`src/rtl/seq_pattern_tx.sv`:
```
// Serial pattern transmitter: shifts a captured word out MSB-first, repeated reps+1 times.
// Optional even-parity bit after each word when SEQ_PATTERN_TX_PARITY_EN is defined.
module seq_pattern_tx #(
    parameter int WIDTH = 8,
    parameter int CNT_W = 4
) (
    input  logic             clk,
    input  logic             rst_n,
    input  logic             load,
    input  logic [WIDTH-1:0] data,
    input  logic [CNT_W-1:0] reps,
    input  logic             abort,
    output logic             outp,
    output logic             out_valid,
    output logic             busy,
    output logic             done
);

    localparam int BC_W = $clog2(WIDTH);
    localparam logic [BC_W-1:0] BIT_LAST = BC_W'(WIDTH - 1);

    typedef enum logic [1:0] {
        IDLE = 2'd0,
        SEND = 2'd1,
        DONE = 2'd2
    } state_t;

    state_t           state_q, state_d;
    logic [WIDTH-1:0] data_q, data_d;
    logic [WIDTH-1:0] shreg_q, shreg_d;
    logic [BC_W-1:0]  bit_cnt_q, bit_cnt_d;
    logic [CNT_W-1:0] rep_cnt_q, rep_cnt_d;
    logic             outp_q, outp_d;
    logic             out_valid_q, out_valid_d;
    logic             busy_q, busy_d;
    logic             done_q, done_d;
    logic             word_end;

`ifdef SEQ_PATTERN_TX_PARITY_EN
    logic par_q, par_d;

    // The repeat/DONE decision waits for the parity cycle that follows the last data bit.
    assign word_end = par_q;
`else
    assign word_end = (bit_cnt_q == BIT_LAST);
`endif

    always_ff @(posedge clk or negedge rst_n) begin
        if (!rst_n) begin
            state_q     <= IDLE;
            data_q      <= '0;
            shreg_q     <= '0;
            bit_cnt_q   <= '0;
            rep_cnt_q   <= '0;
            outp_q      <= 1'b0;
            out_valid_q <= 1'b0;
            busy_q      <= 1'b0;
            done_q      <= 1'b0;
`ifdef SEQ_PATTERN_TX_PARITY_EN
            par_q       <= 1'b0;
`endif
        end else begin
            state_q     <= state_d;
            data_q      <= data_d;
            shreg_q     <= shreg_d;
            bit_cnt_q   <= bit_cnt_d;
            rep_cnt_q   <= rep_cnt_d;
            outp_q      <= outp_d;
            out_valid_q <= out_valid_d;
            busy_q      <= busy_d;
            done_q      <= done_d;
`ifdef SEQ_PATTERN_TX_PARITY_EN
            par_q       <= par_d;
`endif
        end
    end

    always_comb begin
        state_d = state_q;
        if (abort) begin
            state_d = IDLE;
        end else begin
            case (state_q)
                IDLE:    if (load) state_d = SEND;
                SEND:    if (word_end && rep_cnt_q == '0) state_d = DONE;
                DONE:    state_d = IDLE;
                default: state_d = IDLE;
            endcase
        end
    end

    // Outputs are registered, so the bit on outp is computed one cycle ahead: shreg holds
    // only the bits not yet presented, and bit_cnt indexes the bit currently on outp.
    always_comb begin
        data_d      = data_q;
        shreg_d     = shreg_q;
        bit_cnt_d   = bit_cnt_q;
        rep_cnt_d   = rep_cnt_q;
        outp_d      = 1'b0;
        out_valid_d = 1'b0;
        busy_d      = 1'b0;
        done_d      = 1'b0;
`ifdef SEQ_PATTERN_TX_PARITY_EN
        par_d       = 1'b0;
`endif
        if (abort) begin
            shreg_d   = '0;
            bit_cnt_d = '0;
            rep_cnt_d = '0;
        end else begin
            case (state_q)
                IDLE: begin
                    if (load) begin
                        data_d      = data;
                        shreg_d     = data << 1;
                        rep_cnt_d   = reps;
                        bit_cnt_d   = '0;
                        outp_d      = data[WIDTH-1];
                        out_valid_d = 1'b1;
                        busy_d      = 1'b1;
                    end
                end
                SEND: begin
                    busy_d = 1'b1;
                    if (word_end) begin
                        if (rep_cnt_q != '0) begin
                            rep_cnt_d   = rep_cnt_q - 1'b1;
                            shreg_d     = data_q << 1;
                            bit_cnt_d   = '0;
                            outp_d      = data_q[WIDTH-1];
                            out_valid_d = 1'b1;
                        end else begin
                            done_d = 1'b1;
                        end
                    end
`ifdef SEQ_PATTERN_TX_PARITY_EN
                    else if (bit_cnt_q == BIT_LAST) begin
                        par_d       = 1'b1;
                        outp_d      = ^data_q;
                        out_valid_d = 1'b1;
                    end
`endif
                    else begin
                        outp_d      = shreg_q[WIDTH-1];
                        shreg_d     = shreg_q << 1;
                        bit_cnt_d   = bit_cnt_q + 1'b1;
                        out_valid_d = 1'b1;
                    end
                end
                default: ;
            endcase
        end
    end

    assign outp      = outp_q;
    assign out_valid = out_valid_q;
    assign busy      = busy_q;
    assign done      = done_q;

endmodule

```
`config.mk`:
```
export PLATFORM = sky130hd
export DESIGN_NAME = seq_pattern_tx
export DESIGN_NICKNAME = d
export VERILOG_FILES = /design/src/rtl/seq_pattern_tx.sv
export SDC_FILE = /design/constraint.sdc
export NUM_CORES = 1
export LEC_CHECK = 0
export ABC_CLOCK_PERIOD_IN_PS = 4800
export CAP_MARGIN = 20
export CORE_ASPECT_RATIO = 0.5
export CORE_MARGIN = 8
export CORE_UTILIZATION = 45
export DETAILED_ROUTE_END_ITERATION = 7
export GPL_ROUTABILITY_DRIVEN = 0
export PLACE_DENSITY = 0.7
export SLEW_MARGIN = 30
export SYNTH_ARGS = -nofsm -noshare
export SYNTH_HDL_FRONTEND = slang
export SYNTH_SLANG_ARGS = --single-unit
```
`constraint.sdc`:
```
create_clock -name clk -period 4.8 [get_ports clk]
set_clock_uncertainty 0.15 [all_clocks]
set_input_delay 0.72 -clock clk [delete_from_list [all_inputs] [get_ports clk]]
set_output_delay 0.72 -clock clk [all_outputs]
set_load 0.01 [all_outputs]
```
==> load_flow_metrics.sql <==
INSERT INTO impl_metrics (metric_group, metric, value, unit) VALUES
('setup_path', 'required_time_at_the_endpoint_of_the_critical_path', '4.81', 'ns'),
('yosys', 'synth_top_cells_by_area', 'sky130_fd_sc_hd__dfrtp_1 (48%), sky130_fd_sc_hd__mux2_2 (12%), sky130_fd_sc_hd__mux2i_1 (6.2%)', ''),
('power_and_ir_drop', 'cellInternalPower', '381', 'uW'),
('setup_path', 'rrSetupSlack', '2.64', 'ns'),
('place', 'dp_hpwl', '2.08', 'mm'),
('global_routing', 'congestion_overflow_gr', '0', ''),
('layout', 'p_r_area_growth_vs_syn', '17.9', '%'),
('global_routing', 'grt_pass1_vias', '1052', ''),
('layout', 'finish.net_count', '168', ''),
('yosys', 'netlist_instances', '129', ''),
('sta', 'final.min_clock_period', '2.77', 'ns'),
('cts', 'cts_repair_resize_count', '0', ''),
('yosys', 'ys_async_sr_fraction', '1.00', ''),
('hold_path', 'min_delay_worst_endpoint', 'data_q[3]', ''),
('setup_path', 'worstReg2RegEnd', 'shreg_q[2]', ''),
('cts', 'cts_buffers', '3', ''),
('layout', 'antenna_cells_inserted', '0', ''),
('cts', 'path_clk_slew', '0.09', 'ns'),
('yosys', 'seq_area_frac_synth', '0.481', ''),
('yosys', 'post-synth-top-area-cell', 'sky130_fd_sc_hd__dfrtp_1', ''),
('routing', 'top_layer_used', 'met4', ''),
('routing', 'wl_met3', '144', 'um'),
('routing', 'wl_met2', '1.32', 'mm'),
('sta', 'finalMaxSlewViolations', '0', ''),
('power_and_ir_drop', 'netSwitchingFraction', '0.274', ''),
('global_routing', 'global_route_wire_length_before_repair', '5.19', 'mm'),
('global_routing', 'gr-usage-all-layers', '0.120', ''),
('sta', 'hold_viol_final', '0', ''),
('cts', 'ctsRootBufferMaster', 'sky130_fd_sc_hd__clkbuf_8', ''),
('floorplan', 'io-pin-count', '20', ''),
('floorplan', 'core_area', '0.00305', 'mm^2'),
('hold_path', 'timing.hold.worst_path_depth', '1', ''),
('yosys', 'top_area_cell_type_share_of_the_netlist_area', '0.481', ''),
('setup_path', 'timing_worst_setup_path_type', 'in -> reg', ''),
('cts', 'numClockSinks', '28', ''),
('routing', 'detailedRoute.firstIterationViolations', '35', ''),
('global_routing', 'grt_antenna_before_repair', '0', ''),
('routing', 'drtAntennaViolNets', '0', ''),
('power_and_ir_drop', 'seq_power_share', '0.544', ''),
('routing', 'totalWireLength', '2.92', 'mm'),
('yosys', 'mappedNetlistArea', '0.00146', 'mm^2'),
('run_status', 'run_status', 'complete, no violations', ''),
('yosys', 'synth_flop_cell', 'sky130_fd_sc_hd__dfrtp_1', ''),
('setup_path', 'maximum_fanout_along_the_worst_path', '19', ''),
('place', 'port-buffer-count', '19', ''),
('sta', 'timing.hold.ws', '0.364', 'ns'),
('cts', 'post-cts-setup-buffers', '0', ''),
('yosys', 'synth_area_per_cell', '11.3', 'um^2'),
('floorplan', 'std_cell_rows', '14', ''),
('place', 'detailedPlace.worstSlack', '1.77', 'ns'),
('power_and_ir_drop', 'irDropWorstVdd', '0.000146', 'V'),
('cts', 'cts_buffer_depth', '2', ''),
('power_and_ir_drop', 'net_sw_power', '143', 'uW'),
('cts', 'clock_tree_from_tritoncts', 'built', ''),
('power_and_ir_drop', 'cellPowerDensity', '305', 'mW/mm^2'),
('sta', 'setup_tns', '0', 'ns'),
('setup_path', 'worstPathArrival', '2.78', 'ns'),
('sta', 'unrepaired_setup_endpoints_after_global_routing', 'false', ''),
('hold_path', 'holdCritStartpoint', 'data_q[3]', ''),
('cts', 'ctsHtreeMaxLevel', '1', ''),
('yosys', 'number_of_warnings_issued_by_yosys', '0', ''),
('sta', 'setup_ws', '2.03', 'ns'),
('sta', 'tightest_slew', '0.861', 'ns'),
('hold_path', 'hold_path.class', 'reg -> reg', ''),
('sta', 'max_clock_freq', '0.361', 'GHz'),
('setup_path', 'ff2ff_path_depth', '6', ''),
('routing', 'wl_met1', '1.42', 'mm'),
('floorplan', 'dieHeight', '56.2', 'um'),
('yosys', 'synth.top_cells.by_count', 'sky130_fd_sc_hd__dfrtp_1 (28), sky130_fd_sc_hd__mux2_2 (16), sky130_fd_sc_hd__nand2_1 (10)', ''),
('setup_path', 'worst_setup_path_start_kind', 'input port', ''),
('sta', 'timing.slew.headroom', '0.424', '');
==> worst max-delay path, stage by stage <==
cell and delay, ns:
sky130_fd_sc_hd__clkdlybuf4s50_1 0.84, sky130_fd_sc_hd__nor4b_4 0.79, sky130_fd_sc_hd__mux2_2 0.41
==> per-layer routing <==
| layer | vias to the layer above | global-route usage |
|---|---|---|
| met5 | - | 0 |
| met4 | 0 | 0.0342 |
| met3 | 4 | 0.0390 |
| met2 | 17 | 0.173 |
| met1 | 505 | 0.165 |
| li1 | 502 | - |
==> layout by cell type, fill, tap and decap left out <==
master	Yosys	final
sky130_fd_sc_hd__o22ai_1	1	1
sky130_fd_sc_hd__nand2_1	10	10
sky130_fd_sc_hd__o21ai_0	4	4
sky130_fd_sc_hd__buf_4	0	1
sky130_fd_sc_hd__nor3_1	4	4
sky130_fd_sc_hd__mux2i_1	9	9
sky130_fd_sc_hd__o211ai_1	2	2
sky130_fd_sc_hd__ha_1	4	4
sky130_fd_sc_hd__nor2_1	9	9
sky130_fd_sc_hd__nor4b_4	1	1
sky130_fd_sc_hd__mux2_2	16	16
sky130_fd_sc_hd__inv_1	5	5
sky130_fd_sc_hd__nor2_4	1	1
sky130_fd_sc_hd__o31a_1	2	2
sky130_fd_sc_hd__a211oi_1	5	5
sky130_fd_sc_hd__nor4_1	2	2
sky130_fd_sc_hd__nand3_1	1	1
sky130_fd_sc_hd__clkdlybuf4s50_1	0	19
sky130_fd_sc_hd__nor2b_1	2	2
sky130_fd_sc_hd__a211o_1	1	1
sky130_fd_sc_hd__a311oi_2	1	1
sky130_fd_sc_hd__o31ai_2	1	1
sky130_fd_sc_hd__a21oi_1	6	6
sky130_fd_sc_hd__nand2b_1	1	1
sky130_fd_sc_hd__nor3b_1	1	1
sky130_fd_sc_hd__dfrtp_1	28	28
sky130_fd_sc_hd__a21o_1	2	2
sky130_fd_sc_hd__or3b_2	1	1
sky130_fd_sc_hd__and2b_1	1	1
sky130_fd_sc_hd__and2_1	1	1
sky130_fd_sc_hd__nor3b_4	1	1
sky130_fd_sc_hd__clkbuf_8	0	3
==> power by group through the flow <==
stage | sequential (mW) | clock, mW | combinational (mW)
3_3_place_gp | 0.288 | 0 | 0.107
4_1_cts | 0.285 | 0.133 | 0.110
3_5_place_dp | 0.290 | 0 | 0.110
6_report | 0.285 | 0.130 | 0.109
2_1_floorplan | 0.284 | 0 | 0.0754
5_1_grt | 0.289 | 0.142 | 0.123
==> layout make-up <==
class | count | area, um^2 | share of cell area
Inverter | 5 | 18.8 | 0.0109
Multi-Input combinational cell | 90 | 709 | 0.413
Tap cell | 40 | 50.0 | 0.0291
Clock buffer | 3 | 41.3 | 0.0240
Timing Repair Buffer | 20 | 198 | 0.115
Sequential cell | 28 | 701 | 0.408
==> cell families after synthesis <==
family,after synthesis,synth area share
compound gates,25,0.122
buf+inv,11,0.0326
simple gates,36,0.145
flops,28,0.481
fa+ha+maj,4,0.0343
mux,25,0.185
==> state kept, by name (all words and copies together), names as in the netlist <==
signal / cells
data_q: 8
bit_cnt_q: 3
done: 1
busy: 1
shreg_q: 7
outp: 1
out_valid: 1
state_q: 2
rep_cnt_q: 4
==> per-stage QoR <==
step / total power [mW] / util / cells
floorplan: 0.359 / - / 129
global placement: 0.395 / 0.550 / 183
detailed placement: 0.400 / 0.550 / 183
CTS: 0.528 / 0.564 / 186
global route: 0.554 / 0.564 / 186
finish: 0.524 / 0.564 / 186
==> worst max path at each step <==
stage	start	to	slack (ns)	depth (start not counted)
after global placement	abort	data_q[3]	1.81	3
after floorplan	abort	data_q[0]	2.79	3
after CTS	abort	data_q[1]	2.07	3
after global routing	abort	data_q[1]	1.92	3
after detailed placement	abort	data_q[1]	1.77	3
final	abort	data_q[5]	2.03	3
Note: power is estimated with default switching activity, not from simulation.
